**config.mk**
```make
export PLATFORM = sky130hd
export DESIGN_NAME = char_step_sequencer
export DESIGN_NICKNAME = d
export VERILOG_FILES = /design/src/rtl/char_seq_pkg.sv /design/src/rtl/btn_debounce.sv /design/src/rtl/char_step_sequencer.sv
export SDC_FILE = /design/constraint.sdc
export NUM_CORES = 1
export LEC_CHECK = 0
export CAP_MARGIN = 20
export CORE_ASPECT_RATIO = 1.25
export CORE_UTILIZATION = 58
export CTS_CLUSTER_SIZE = 16
export DETAILED_ROUTE_END_ITERATION = 6
export GPL_TIMING_DRIVEN = 0
export HOLD_SLACK_MARGIN = 0.12
export PLACE_DENSITY = 0.81
export SLEW_MARGIN = 20
export SYNTH_ARGS = -nofsm -noshare
export SYNTH_HDL_FRONTEND = slang
export SYNTH_SLANG_ARGS = --single-unit
```
**constraint.sdc**
```tcl
create_clock -name clk -period 2.3 [get_ports clk]
set_clock_uncertainty 0.1 [all_clocks]
set_input_delay 0.46 -clock clk [delete_from_list [all_inputs] [get_ports clk]]
set_output_delay 0.46 -clock clk [all_outputs]
set_load 0.03 [all_outputs]
```
**src/rtl/char_seq_pkg.sv**
```systemverilog
// Shared types and default parameters for the character step sequencer.
package char_seq_pkg;

  typedef enum logic {
    STOPPED = 1'b0,
    RUNNING = 1'b1
  } seq_state_t;

  localparam int DEFAULT_BASE_SHIFT = 16;
  localparam int DEFAULT_DB_W       = 10;

endpackage

```
**src/rtl/btn_debounce.sv**
```systemverilog
// Step button conditioning: 2-flop synchronizer, stability counter and
// rising-edge detect producing a single-cycle press strobe.
module btn_debounce
  import char_seq_pkg::*;
#(
  parameter int DB_W = DEFAULT_DB_W
) (
  input  logic clk,
  input  logic rst_n,
  input  logic ena,
  input  logic btn_raw,
  output logic press
);

  logic [1:0]      btn_sync;
  logic            btn_s;
  logic            level;
  logic [DB_W-1:0] stable_cnt;

  assign btn_s = btn_sync[1];

  always_ff @(posedge clk or negedge rst_n) begin
    if (!rst_n) begin
      btn_sync <= 2'b00;
    end else begin
      btn_sync <= {btn_sync[0], btn_raw};
    end
  end

  // stable_cnt counts consecutive samples that disagree with the accepted level
  always_ff @(posedge clk or negedge rst_n) begin
    if (!rst_n) begin
      stable_cnt <= '0;
      level      <= 1'b0;
    end else if (ena) begin
      if (btn_s == level) begin
        stable_cnt <= '0;
      end else if (&stable_cnt) begin
        stable_cnt <= '0;
        level      <= btn_s;
      end else begin
        stable_cnt <= stable_cnt + 1'b1;
      end
    end
  end

  assign press = ena & btn_s & ~level & (&stable_cnt);

endmodule

```
**src/rtl/char_step_sequencer.sv**
```systemverilog
// Glyph index sequencer: free-running stepping at a programmable rate, or
// manual stepping from a debounced push-button, up or down with wrap.
module char_step_sequencer
  import char_seq_pkg::*;
#(
  parameter int BASE_SHIFT = DEFAULT_BASE_SHIFT,
  parameter int DB_W       = DEFAULT_DB_W
) (
  input  logic       clk,
  input  logic       rst_n,
  input  logic       ena,
  input  logic       run,
  input  logic       dir,
  input  logic       step_btn,
  input  logic [2:0] rate,
  input  logic [3:0] last_idx,
  output logic [3:0] idx,
  output logic       advance,
  output logic       wrap,
  output logic       at_last
);

  localparam int PRE_W = BASE_SHIFT + 7;

  logic [1:0]       run_sync;
  logic [1:0]       dir_sync;
  logic             run_s;
  logic             dir_s;
  logic             press;
  seq_state_t       state;
  seq_state_t       state_nxt;
  logic [PRE_W-1:0] pre;
  logic [PRE_W-1:0] tick_mask;
  logic             tick;
  logic             step_en;
  logic [3:0]       idx_nxt;
  logic             wrap_nxt;
  logic             adv_q;
  logic             wrap_q;

  assign run_s = run_sync[1];
  assign dir_s = dir_sync[1];

  always_ff @(posedge clk or negedge rst_n) begin
    if (!rst_n) begin
      run_sync <= 2'b00;
      dir_sync <= 2'b00;
    end else begin
      run_sync <= {run_sync[0], run};
      dir_sync <= {dir_sync[0], dir};
    end
  end

  btn_debounce #(.DB_W(DB_W)) u_btn_debounce (
    .clk     (clk),
    .rst_n   (rst_n),
    .ena     (ena),
    .btn_raw (step_btn),
    .press   (press)
  );

  // Mask is recomputed every cycle so a rate change applies to the current period
  always_comb begin
    tick_mask = ~({PRE_W{1'b1}} << (BASE_SHIFT + int'(rate)));
    tick      = (state == RUNNING) && ((pre & tick_mask) == tick_mask);
  end

  always_comb begin
    state_nxt = state;
    step_en   = 1'b0;
    case (state)
      STOPPED: begin
        step_en = press;
        if (run_s) state_nxt = RUNNING;
      end
      RUNNING: begin
        step_en = tick & run_s;
        if (!run_s) state_nxt = STOPPED;
      end
      default: state_nxt = STOPPED;
    endcase
  end

  always_ff @(posedge clk or negedge rst_n) begin
    if (!rst_n) begin
      state <= STOPPED;
      pre   <= '0;
    end else if (ena) begin
      state <= state_nxt;
      if (state == STOPPED && state_nxt == RUNNING) begin
        pre <= '0;
      end else if (state == RUNNING) begin
        pre <= pre + 1'b1;
      end
    end
  end

  // An idx beyond last_idx (after last_idx was lowered) wraps on its next step
  always_comb begin
    idx_nxt  = idx;
    wrap_nxt = 1'b0;
    if (!dir_s) begin
      if (idx >= last_idx) begin
        idx_nxt  = 4'd0;
        wrap_nxt = 1'b1;
      end else begin
        idx_nxt = idx + 4'd1;
      end
    end else begin
      if (idx == 4'd0 || idx > last_idx) begin
        idx_nxt  = last_idx;
        wrap_nxt = 1'b1;
      end else begin
        idx_nxt = idx - 4'd1;
      end
    end
  end

  always_ff @(posedge clk or negedge rst_n) begin
    if (!rst_n) begin
      idx    <= 4'd0;
      adv_q  <= 1'b0;
      wrap_q <= 1'b0;
    end else begin
      adv_q  <= ena & step_en;
      wrap_q <= ena & step_en & wrap_nxt;
      if (ena && step_en) idx <= idx_nxt;
    end
  end

  assign advance = adv_q & ena;
  assign wrap    = wrap_q & ena;
  assign at_last = (idx == last_idx);

endmodule

```
=== Word level (Yosys, flattened, before mapping) ===
Index checks and enable logic that the tools add are counted.
Widths: inputs -> output; s select.

* Register bits: 47
* Output and inout port bits: 7

* Add/sub/neg operators: 5
* $lt $le $gt $ge: 2
* Eq/ne operators: 3
* Shift-type cells: 1
* Muxes and demuxes: 12
* Bitwise logic cells: 13
* Reductions and logical operators: 9

{| class="wikitable"
|+ Operator list
! kind !! number
|-
| $mux 23 || 2
|-
| $add 23x1->23 const B || 1
|-
| $and 23x23->23 || 1
|-
| $eq 23x23->1 || 1
|-
| $not 23->23 || 1
|-
| $shl 23x6->23 const A || 1
|-
| $mux 10 || 2
|-
| $mux 4 || 3
|-
| $reduce_and 12->1 || 1
|-
| $add 10x1->10 const B || 1
|-
| $reduce_and 10->1 || 1
|-
| $and 1x1->1 || 8
|-
| $add 5x3->6 const A || 1
|-
| $add 4x1->4 const B || 1
|-
| $eq 4x4->1 || 1
|-
| $ge 4x4->1 || 1
|-
| $gt 4x4->1 || 1
|-
| $logic_not 4->1 || 1
|-
| $mux 1 || 4
|-
| $sub 4x1->4 const B || 1
|-
| $logic_and 1x1->1 || 3
|-
| $not 1->1 || 3
|-
| $pmux 1 s2 || 1
|-
| $reduce_and 2->1 || 1
|-
| 3 further kinds || 3
|}

=== Depth between registers and ports, before layout ===
Gate-level depths: netlist of the first run.

* Word-level depth: 10
* Mapped depth: 8
* Depth with buffers taken out: 8

=== Hierarchy ===
A second synthesis of the first run with hierarchy kept.

* Cells, all modules: 256
* Area, all modules: 2,597.5 µm²

{| class="wikitable"
|+ Modules (own cells, without submodules)
! module !! instances !! cells each !! area each (µm²) !! sequential area each (µm²)
|-
| char_step_sequencer || 1 || 191 || 1,915.6 || 850.8
|-
| btn_debounce || 1 || 65 || 681.9 || 325.3
|}

=== Least setup slack after synthesis of the first run ===
OpenSTA, ideal clock, no wires.

* Path type: reg2reg
* Start: register idx[0]
* End: register idx[1]
* Arrival: 2,084 ps
* Required time: 2,069 ps
* Path slack: -15 ps
* Cell stages (with the launch flop): 9
* Path buffers: 0
* Period minus slack after synthesis: 2,315 ps
* Path through: dfrtp_1 -> inv_1 -> ha_1 -> and4_1 -> a31o_2 -> nand2_1 -> mux2i_1 -> a221oi_1 -> a21oi_1

* Longest elaborated chain between the ends: 4

{| class="wikitable"
|+ RTL lines
! item !! line !! RTL
|-
| start, declared || char_step_sequencer.sv:17 || <nowiki>output logic [3:0] idx,</nowiki>
|-
| start signal, assigned || char_step_sequencer.sv:127 || <nowiki>if (ena && step_en) idx <= idx_nxt;</nowiki>
|-
| $gt 4x4->1 / $logic_not 4->1 (equally long branches) || char_step_sequencer.sv:110 || <nowiki>if (idx == 4'd0 || idx > last_idx) begin</nowiki>
|-
| $logic_or 1x1->1 || char_step_sequencer.sv:110 ||
|-
| $mux 4 || char_step_sequencer.sv:110 ||
|-
| $mux 4 (*) || char_step_sequencer.sv:102 || <nowiki>if (!dir_s) begin</nowiki>
|}

Every way passes the cells marked *; elsewhere a longest branch is shown, timed or not.
A chain may end at the register's enable or synchronous reset.

=== Final worst setup path of the first run ===
* Start: input port ena
* End: output port wrap

* Longest elaborated chain between the ends: 1

{| class="wikitable"
|+ RTL lines
! item !! line !! RTL
|-
| start, declared || char_step_sequencer.sv:11 || <nowiki>input logic ena,</nowiki>
|-
| $and 1x1->1 || char_step_sequencer.sv:132 || <nowiki>assign wrap = wrap_q & ena;</nowiki>
|-
| end, declared || char_step_sequencer.sv:19 || <nowiki>output logic wrap,</nowiki>
|}

No other way between the ends.

==> results of run 1 <==
-- per-stage QoR --
stage	hold slack [ns]	total power, W	instances
2_1_floorplan	0.0644	0.00102	260
3_3_place_gp	0.232	0.00109	335
3_5_place_dp	0.235	0.00110	336
4_1_cts	0.254	0.00158	344
5_1_grt	0.269	0.00165	344
6_report	0.252	0.00157	344
-- state kept, by name (all words and copies together) (netlist names) --
| register | flops |
|---|---|
| run_sync | 2 |
| u_btn_debounce.level | 1 |
| u_btn_debounce.stable_cnt | 10 |
| dir_sync | 2 |
| u_btn_debounce.btn_sync | 2 |
| adv_q | 1 |
| state | 1 |
| idx | 4 |
| wrap_q | 1 |
| pre | 23 |
-- worst paths after layout --
check / from / to / slack [ns]
min in group asynchronous: rst_n / pre[4] / 0.61
worst max-delay path: ena / wrap / 0.03
max in group asynchronous: rst_n / idx[0] / 0.96
worst max register to register: u_btn_debounce.stable_cnt[0] / idx[0] / 0.17
worst min register to register: u_btn_debounce.btn_sync[0] / u_btn_debounce.btn_sync[1] / 0.25
worst min-delay path: u_btn_debounce.btn_sync[0] / u_btn_debounce.btn_sync[1] / 0.25
-- routing by layer --
metal / wire, µm / vias to the layer above / global-route usage, %
li1: - / 976 / -
met1: 2160 / 952 / 29.8
met2: 2280 / 38 / 36.5
met3: 145 / 8 / 5.26
met4: 74 / 0 / 7.56
met5: 0 / - / 0
-- cells in the final DEF (no fill, tap or decap), drive strengths merged, types with 4 or more instances in the layout --
cell type,instances
nand3,16
inv,14
xnor2,8
and3,7
clkbuf,10
dfrtp,47
xor2,15
nand2,22
nor3,5
clkdlybuf4s50,15
o21ai,19
and2,4
ha,8
nor2,32
a21oi,6
nand2b,4
nand4,4
-- layout make-up --
cell class	count	area [µm²]
Multi-Input combinational cell	194	1350
Sequential cell	47	1180
Fill cell	334	1180
Timing Repair Buffer	21	226
Clock buffer	6	72.6
Tap cell	56	70.1
Inverter	14	52.6
Buffer	4	25.0
Clock inverter	2	12.5
-- what timing repair did --
action / CTS / global route
endpoints found under the hold margin: 25 / 0
hold buffers: 1 / 0
setup endpoints to repair: 6 / 8
resized for setup: 14 / 8
buffers inserted: 0 / 0
gates cloned: 0 / 0
-- power breakdown --
group / switching [W] / leakage (nW) / internal (W)
clock network: 0.000270 / 0.0412 / 0.000213
logic: 0.0000929 / 0.674 / 0.0000901
registers: 0.0000435 / 0.623 / 0.000863
total: 0.000406 / 1.34 / 0.00117
-- logic make-up after synthesis --
kind of cell | synth area share [%]
AO/OA/AOI/OAI | 13.7
buffers and inverters | 3.18
AND/OR/NAND/NOR | 23.4
adder cells (fa/ha/maj) | 3.91
multiplexers | 2.05
flip-flops | 45.9
XOR/XNOR | 7.87
-- critical path: cells and delay by family --
family | cells | cell delay (ns)
buf+inv | 3 | 1.09
simple gates | 1 | 0.15
==> results.yml, run 1 <==
finish:
  num-nets-final: 308
  antenna_cells: 0
  layout-drive-gt1-share_pct: 13.2
  fin_area_um2: 2990
  synthToLayoutAreaGrowth_pct: 16.7
  final_util_pct: 71.8
yosys:
  synth_ff_type: "dfrtp_1"
  synth-edff-count: 0
  synth_async_sr_flop_share_pct: 100
  yosysUniqueCellTypes: 53
  syn_avg_cell_area_um2: 9.85
  synth_top_cell_area_share_pct: 45.9
  synthTopCellsByCount: "47 x dfrtp_1, 31 x nor2_1, 22 x nand2_1"
  yosysWarnings: 0
  synth_largest_area_cell: "dfrtp_1"
  yosysSeqAreaShare_pct: 45.9
  synth_area_leaders: "dfrtp_1 46%, xor2_1 5.1%, nor2_1 4.5%, ha_1 3.9%, o21ai_0 3.5%"
  synth_most_common_cell: "dfrtp_1"
  netlist_area_um2: 2560
  synth_nets: 281
  netlist_instances: 260
  ys_ff_latch: 47
floorplanning:
  coreArea_um2: 4160
  die_x_um: 61.4
  dieArea_um2: 4690
  die_h_um: 76.3
  initial_core_util_pct: 61.5
  rows: 26
  ios: 20
clock_tree:
  numCtsBuffers: 5
  clk_pin_slew_worst_paths_ns: 0.08
  htreeDepth: 2
  clock-root-buffer: "clkbuf_8"
  cts_tree: "built"
  clkLatencyLatePin_ns: 0.30
  cts.path.max_buffers: 2
  cts.sinks: 47
placement:
  pre_cts_ws_ns: -0.670
  dpl.hpwl_mm: 3.33
  io_buffers: 19
  placed_area_um2: 2850
  routabilityCongestion: 0.841
sta:
  finalCritPeriodShare_pct: 98.6
  min_period_ns: 2.27
  rsz0062_at_grt: "true"
  setup_violations: 0
  slew-limit-headroom_pct: 59.5
  max_slew.worst_pin.slew_ns: 0.607
  finalHoldViolCount: 0
  finalWorstSetupSlack_ns: 0.0323
  maxSlewViolCount: 0
  max_freq_mhz: 441
  setup_tns_ns: 0
worst_setup_path:
  critPathRequiredTime_ns: 1.74
  crit_fanout: 19
  crit_chain: "clkdlybuf4s50_1 > clkbuf_8 > and2_1 > clkdlybuf4s15_2"
  startpoint_type: "input port"
  critPathCaptureType: "primary output"
  cpMaxStageDelayCell: "clkdlybuf4s50_1"
  crit_type: "input port to primary output"
  reg2reg_depth: 7
  crit_arrival_ns: 1.71
  slowest_delay_ns: 0.57
min_path:
  min_path_type: "flip-flop to flip-flop"
  holdPathStages: 0
pwr:
  power_density_nw_per_um2: 526
  vdd.ir_drop.worst_mv: 0.475
  power.leakage_nw: 1.34
routing:
  ant_nets: 0
  drtIter0Drc: 147
  drc_errors: 0
  drt_wl_total_mm: 4.66
  via_per_inst: 5.74
  num_vias: 1974
  wl_per_cell_um: 13.5
  drt_pre_antenna_iters: 4
status:
  status: "finished clean"
grt:
  grt_pass1_vias: 1898
  grt_overflow: 0
  grt_max_degree: 27
  antenna_found_initial: 0
  grt_pass1_wl_mm: 8.19
  grt_usage_pct: 22.7
flow_run:
  cap_violations: 0
No activity file was read; power rests on OpenSTA's default activity.
==> inputs of run 2 (changes only) <==
CTS_BUF_LIST = sky130_fd_sc_hd__clkbuf_8 sky130_fd_sc_hd__clkbuf_16   (was default)
==> run 2 against run 1 <==
  * Worst hold slack is the same
  * Die area is the same
  * First-iteration DRC count is the same
  * Largest power group unchanged
==> results.yml, run 2 (synthesis results as in run 1) <==
status:
  status: "finished clean"
placement:
  routabilityCongestion: 0.841
  io_buffers: 19
  pre_cts_ws_ns: -0.670
  dp.cells: 336
  placed_area_um2: 2850
  dpl.hpwl_mm: 3.33
finish:
  fin_area_um2: 2990
  fillers: 334
  final_cell_mix: "46 x dfrtp_1, 30 x nor2_1, 20 x nand2_1"
  fin_cells: 344
  layout_commonest_cell: "dfrtp_1"
  final_util_pct: 71.8
  synthToLayoutAreaGrowth_pct: 16.7
  largest_register: "pre"
  top_regs: "pre (23), u_btn_debounce.stable_cnt (10), idx (4)"
  num-nets-final: 308
  antenna_cells: 0
  layout-drive-gt1-share_pct: 13.2
  largest_reg_flops: 23
sta:
  finalHoldViolCount: 0
  maxSlewViolCount: 0
  slew-limit-headroom_pct: 59.5
  finalWorstSetupSlack_ns: 0.0323
  finalCritPeriodShare_pct: 98.6
  max_slew.worst_pin.slew_ns: 0.607
  setup_violations: 0
  min_period_ns: 2.27
  max_freq_mhz: 441
  rsz0062_at_grt: "true"
worst_setup_path:
  critPathRequiredTime_ns: 1.74
  crit_fanout: 19
  crit_arrival_ns: 1.71
  cpMaxStageDelayCell: "clkdlybuf4s50_1"
  startpoint: "ena"
  crit_chain: "clkdlybuf4s50_1 > clkbuf_8 > and2_1 > clkdlybuf4s15_2"
  crit_type: "input port to primary output"
  startpoint_type: "input port"
  slowest_delay_ns: 0.57
  critPathCaptureType: "primary output"
  rr_startpoint: "u_btn_debounce.stable_cnt[0]"
pwr:
  total_power_w: 0.00157
  power_density_nw_per_um2: 525
  power.leakage_nw: 1.34
  vdd.ir_drop.worst_mv: 0.475
grt:
  grt_pass1_wl_mm: 8.19
  top_usage_layer: "met2"
  grt_max_degree: 27
  grtUsageMet1_pct: 29.8
  use_met3_pct: 5.26
  grt_use_met2_pct: 36.5
  antenna_found_initial: 0
  grt_usage_pct: 22.7
  grt_pass1_vias: 1898
  grt_overflow: 0
routing:
  ant_nets: 0
  via_per_inst: 5.74
  drt_pre_antenna_iters: 4
  wl_per_cell_um: 13.5
  drc_errors: 0
  drt_wl_total_mm: 4.66
  num_vias: 1974
  drtIter0Drc: 147
clock_tree:
  post_cts_buffers: 0
  cts_tree: "built"
  clk_pin_slew_worst_paths_ns: 0.08
  cts.sinks: 47
  numCtsBuffers: 5
  clkLatencyLatePin_ns: 0.30
  htreeDepth: 2
  clock-root-buffer: "clkbuf_8"
  cts.path.max_buffers: 2
min_path:
  hp-start: "u_btn_debounce.btn_sync[0]"
  min_path_type: "flip-flop to flip-flop"
floorplanning:
  dieArea_um2: 4690
  die_x_um: 61.4
  ios: 20
  die_h_um: 76.3
  initial_core_util_pct: 61.5
  coreArea_um2: 4160
  rows: 26
flow_run:
  cap_violations: 0
## run 2: cell types whose count changed in the layout (fill, tap and decap cells not counted)
cell,previous run,this run
clkbuf_1,4,3
inv_1,14,15
## run 2: repair_timing
item,4_1_cts,5_1_grt
endpoints found under the setup margin,6,8
endpoints found under the hold margin,25,0
resized for setup,14,8
hold buffers,1,0
## run 2: worst paths after layout
path	end	slack (ns)	cells past startpoint
max	wrap	0.03	4
min in group asynchronous	pre[4]	0.61	2
min	u_btn_debounce.btn_sync[1]	0.25	0
min reg2reg	u_btn_debounce.btn_sync[1]	0.25	0
max reg2reg	idx[0]	0.17	7
max in group asynchronous	idx[0]	0.96	3
## run 2: metrics by stage
stage / setup TNS [ns] / hold WS (ns)
3_3_place_gp: -31.92 / 0.232
5_1_grt: -0.000976 / 0.269
6_report: 0 / 0.252
3_5_place_dp: -5.03 / 0.235
4_1_cts: 0 / 0.254
2_1_floorplan: 0 / 0.0644
## run 2: area by class of cell
| cell class | instances | area [µm²] | share of cell area [%] |
|---|---|---|---|
| clock inverters | 3 | 16.3 | 0.544 |
| repair buffers | 21 | 226 | 7.58 |
| clock buffers | 5 | 68.8 | 2.30 |
| inverters | 14 | 52.6 | 1.76 |
| multi-input cells | 194 | 1350 | 45.2 |
| flip-flops and latches | 47 | 1180 | 39.4 |
| well taps | 56 | 70.1 | 2.35 |
| plain buffers | 4 | 25.0 | 0.838 |
## run 2: metal layers
metal | routed length (µm) | part of all wire [%]
met4 | 74 | 1.6
met5 | 0 | 0
met1 | 2160 | 46
met2 | 2280 | 49
met3 | 145 | 3.1
## run 2: where the power goes
group          internal, W  switching [W]
Sequential        0.000863      0.0000435
Combinational    0.0000901      0.0000929
Clock             0.000208       0.000270
## run 2: critical path: cells and delay by family
kind / cells / cell delay (ns)
simple gates: 1 / 0.15
buf+inv: 3 / 1.09
==> inputs of run 3 (changes only) <==
CORE_UTILIZATION = 60   (was 58)
GPL_TIMING_DRIVEN = default   (was 0)
PLACE_DENSITY = 0.82   (was 0.81)
clock period = 2.77 ns   (was 2.3 ns; I/O delays follow)
==> run 3 against run 2 <==
  * Core utilization increased by 0.25 points
  * Clock power grew 8.8%
  * Wire length grew 3.7%
  * Global-route usage up 0.73 points
  * Critical path depth up 1
  * Flip-flop and latch count unchanged
==> results.yml, run 3 (synthesis results as in run 1) <==
status:
  status: "finished clean"
grt:
  antenna_found_initial: 0
  grt_pass1_vias: 1811
  grt_pass1_wl_mm: 7.99
  grt_overflow: 0
  grt_max_degree: 30
  grt_usage_pct: 23.5
floorplanning:
  dieArea_um2: 4540
  ios: 20
  coreArea_um2: 4100
  rows: 26
  die_h_um: 75.0
  die_x_um: 60.4
  initial_core_util_pct: 62.5
clock_tree:
  cts.repair.resized: 0
  clk_pin_slew_worst_paths_ns: 0.09
  post_cts_buffers: 0
  cts.sinks: 47
  cts.path.max_buffers: 2
  htreeDepth: 2
  clock-root-buffer: "clkbuf_8"
  cts_tree: "built"
  clkLatencyLatePin_ns: 0.31
  numCtsBuffers: 5
routing:
  drtIter0Drc: 133
  via_per_inst: 5.73
  num_vias: 1977
  drc_errors: 0
  ant_nets: 0
  drt_wl_total_mm: 4.83
  wl_per_cell_um: 14.0
  drt_pre_antenna_iters: 4
finish:
  num-nets-final: 309
  largest_reg_flops: 23
  synthToLayoutAreaGrowth_pct: 15.2
  antenna_cells: 0
  layout_commonest_cell: "dfrtp_1"
  top_regs: "pre (23), u_btn_debounce.stable_cnt (10), idx (4)"
  largest_register: "pre"
  final_cell_mix: "47 x dfrtp_1, 31 x nor2_1, 22 x nand2_1"
  final_util_pct: 72.0
  layout-drive-gt1-share_pct: 11.8
sta:
  maxSlewViolCount: 0
  finalHoldViolCount: 0
  finalWorstSetupSlack_ns: 0.278
  finalCritPeriodShare_pct: 90.0
  setup_violations: 0
  min_period_ns: 2.49
  slew-limit-headroom_pct: 67.3
  whs_ns: 0.263
  max_freq_mhz: 401
  max_slew.worst_pin.slew_ns: 0.486
  rsz0062_at_grt: "false"
pwr:
  power.leakage_nw: 1.36
  vdd.ir_drop.worst_mv: 0.410
  power_density_nw_per_um2: 480
worst_setup_path:
  critPathCaptureType: "primary output"
  startpoint_type: "input port"
  crit_arrival_ns: 1.84
  r2r_slack_ns: 0.56
  critPathRequiredTime_ns: 2.12
  crit_fanout: 6
  crit_type: "input port to primary output"
flow_run:
  cap_violations: 0
placement:
  routabilityCongestion: 0.873
  pre_cts_ws_ns: -0.0395
  io_buffers: 19
  dpl.hpwl_mm: 3.35
min_path:
  min_path_type: "flip-flop to flip-flop"
[run 3: final cells by class]
cell class              instances  area, µm²
multi-input cells             194       1300
flip-flops and latches         47       1180
fillers                       324       1150
repair buffers                 26        233
well taps                      56       70.1
clock buffers                   5       68.8
inverters                      14       52.6
clock inverters                 3       47.5
[run 3: per-stage QoR]
| stage | instance area [µm²] | total power (W) | std cells | TNS (ns) |
|---|---|---|---|---|
| floorplan | 2560 | 0.000850 | 260 | 0 |
| detailed placement | 2830 | 0.000910 | 336 | -0.0395 |
| global placement | 2830 | 0.000904 | 336 | 0 |
| CTS | 2950 | 0.00143 | 345 | 0 |
| global route | 2950 | 0.00147 | 345 | 0 |
| finish | 2950 | 0.00142 | 345 | 0 |
[run 3: timing repair]
item / in CTS / in global routing
endpoints found under the hold margin: 18 / 0
endpoints found under the setup margin: 0 / 0
hold buffers: 1 / 0
[run 3: final timing paths]
check,start,end,cells past startpoint
min in group asynchronous,rst_n,pre[13],2
setup reg to reg,idx[2],idx[2],7
hold / removal,dir_sync[0],dir_sync[1],0
hold reg to reg,dir_sync[0],dir_sync[1],0
max in group asynchronous,rst_n,dir_sync[1],3
setup / recovery,last_idx[3],at_last,5
[run 3: report_power, final]
group | leakage, nW | switching (W) | internal (W)
Combinational | 0.681 | 0.0000738 | 0.0000695
Sequential | 0.623 | 0.0000371 | 0.000717
Clock | 0.0587 | 0.000247 | 0.000274
Total | 1.36 | 0.000358 | 0.00106
[run 3: critical path, cell delays in order]
cell             delay (ns)
clkdlybuf4s50_1        0.48
inv_1                  0.05
ha_1                   0.35
and4_1                 0.24
buf_4                  0.17
[run 3: layer usage]
metal,vias up,track usage (%),share of wire [%]
met2,36,38.3,50
li1,980,-,-
met5,-,0,0
met3,6,5.67,3.5
met4,0,6.31,1.1
met1,955,31.3,46
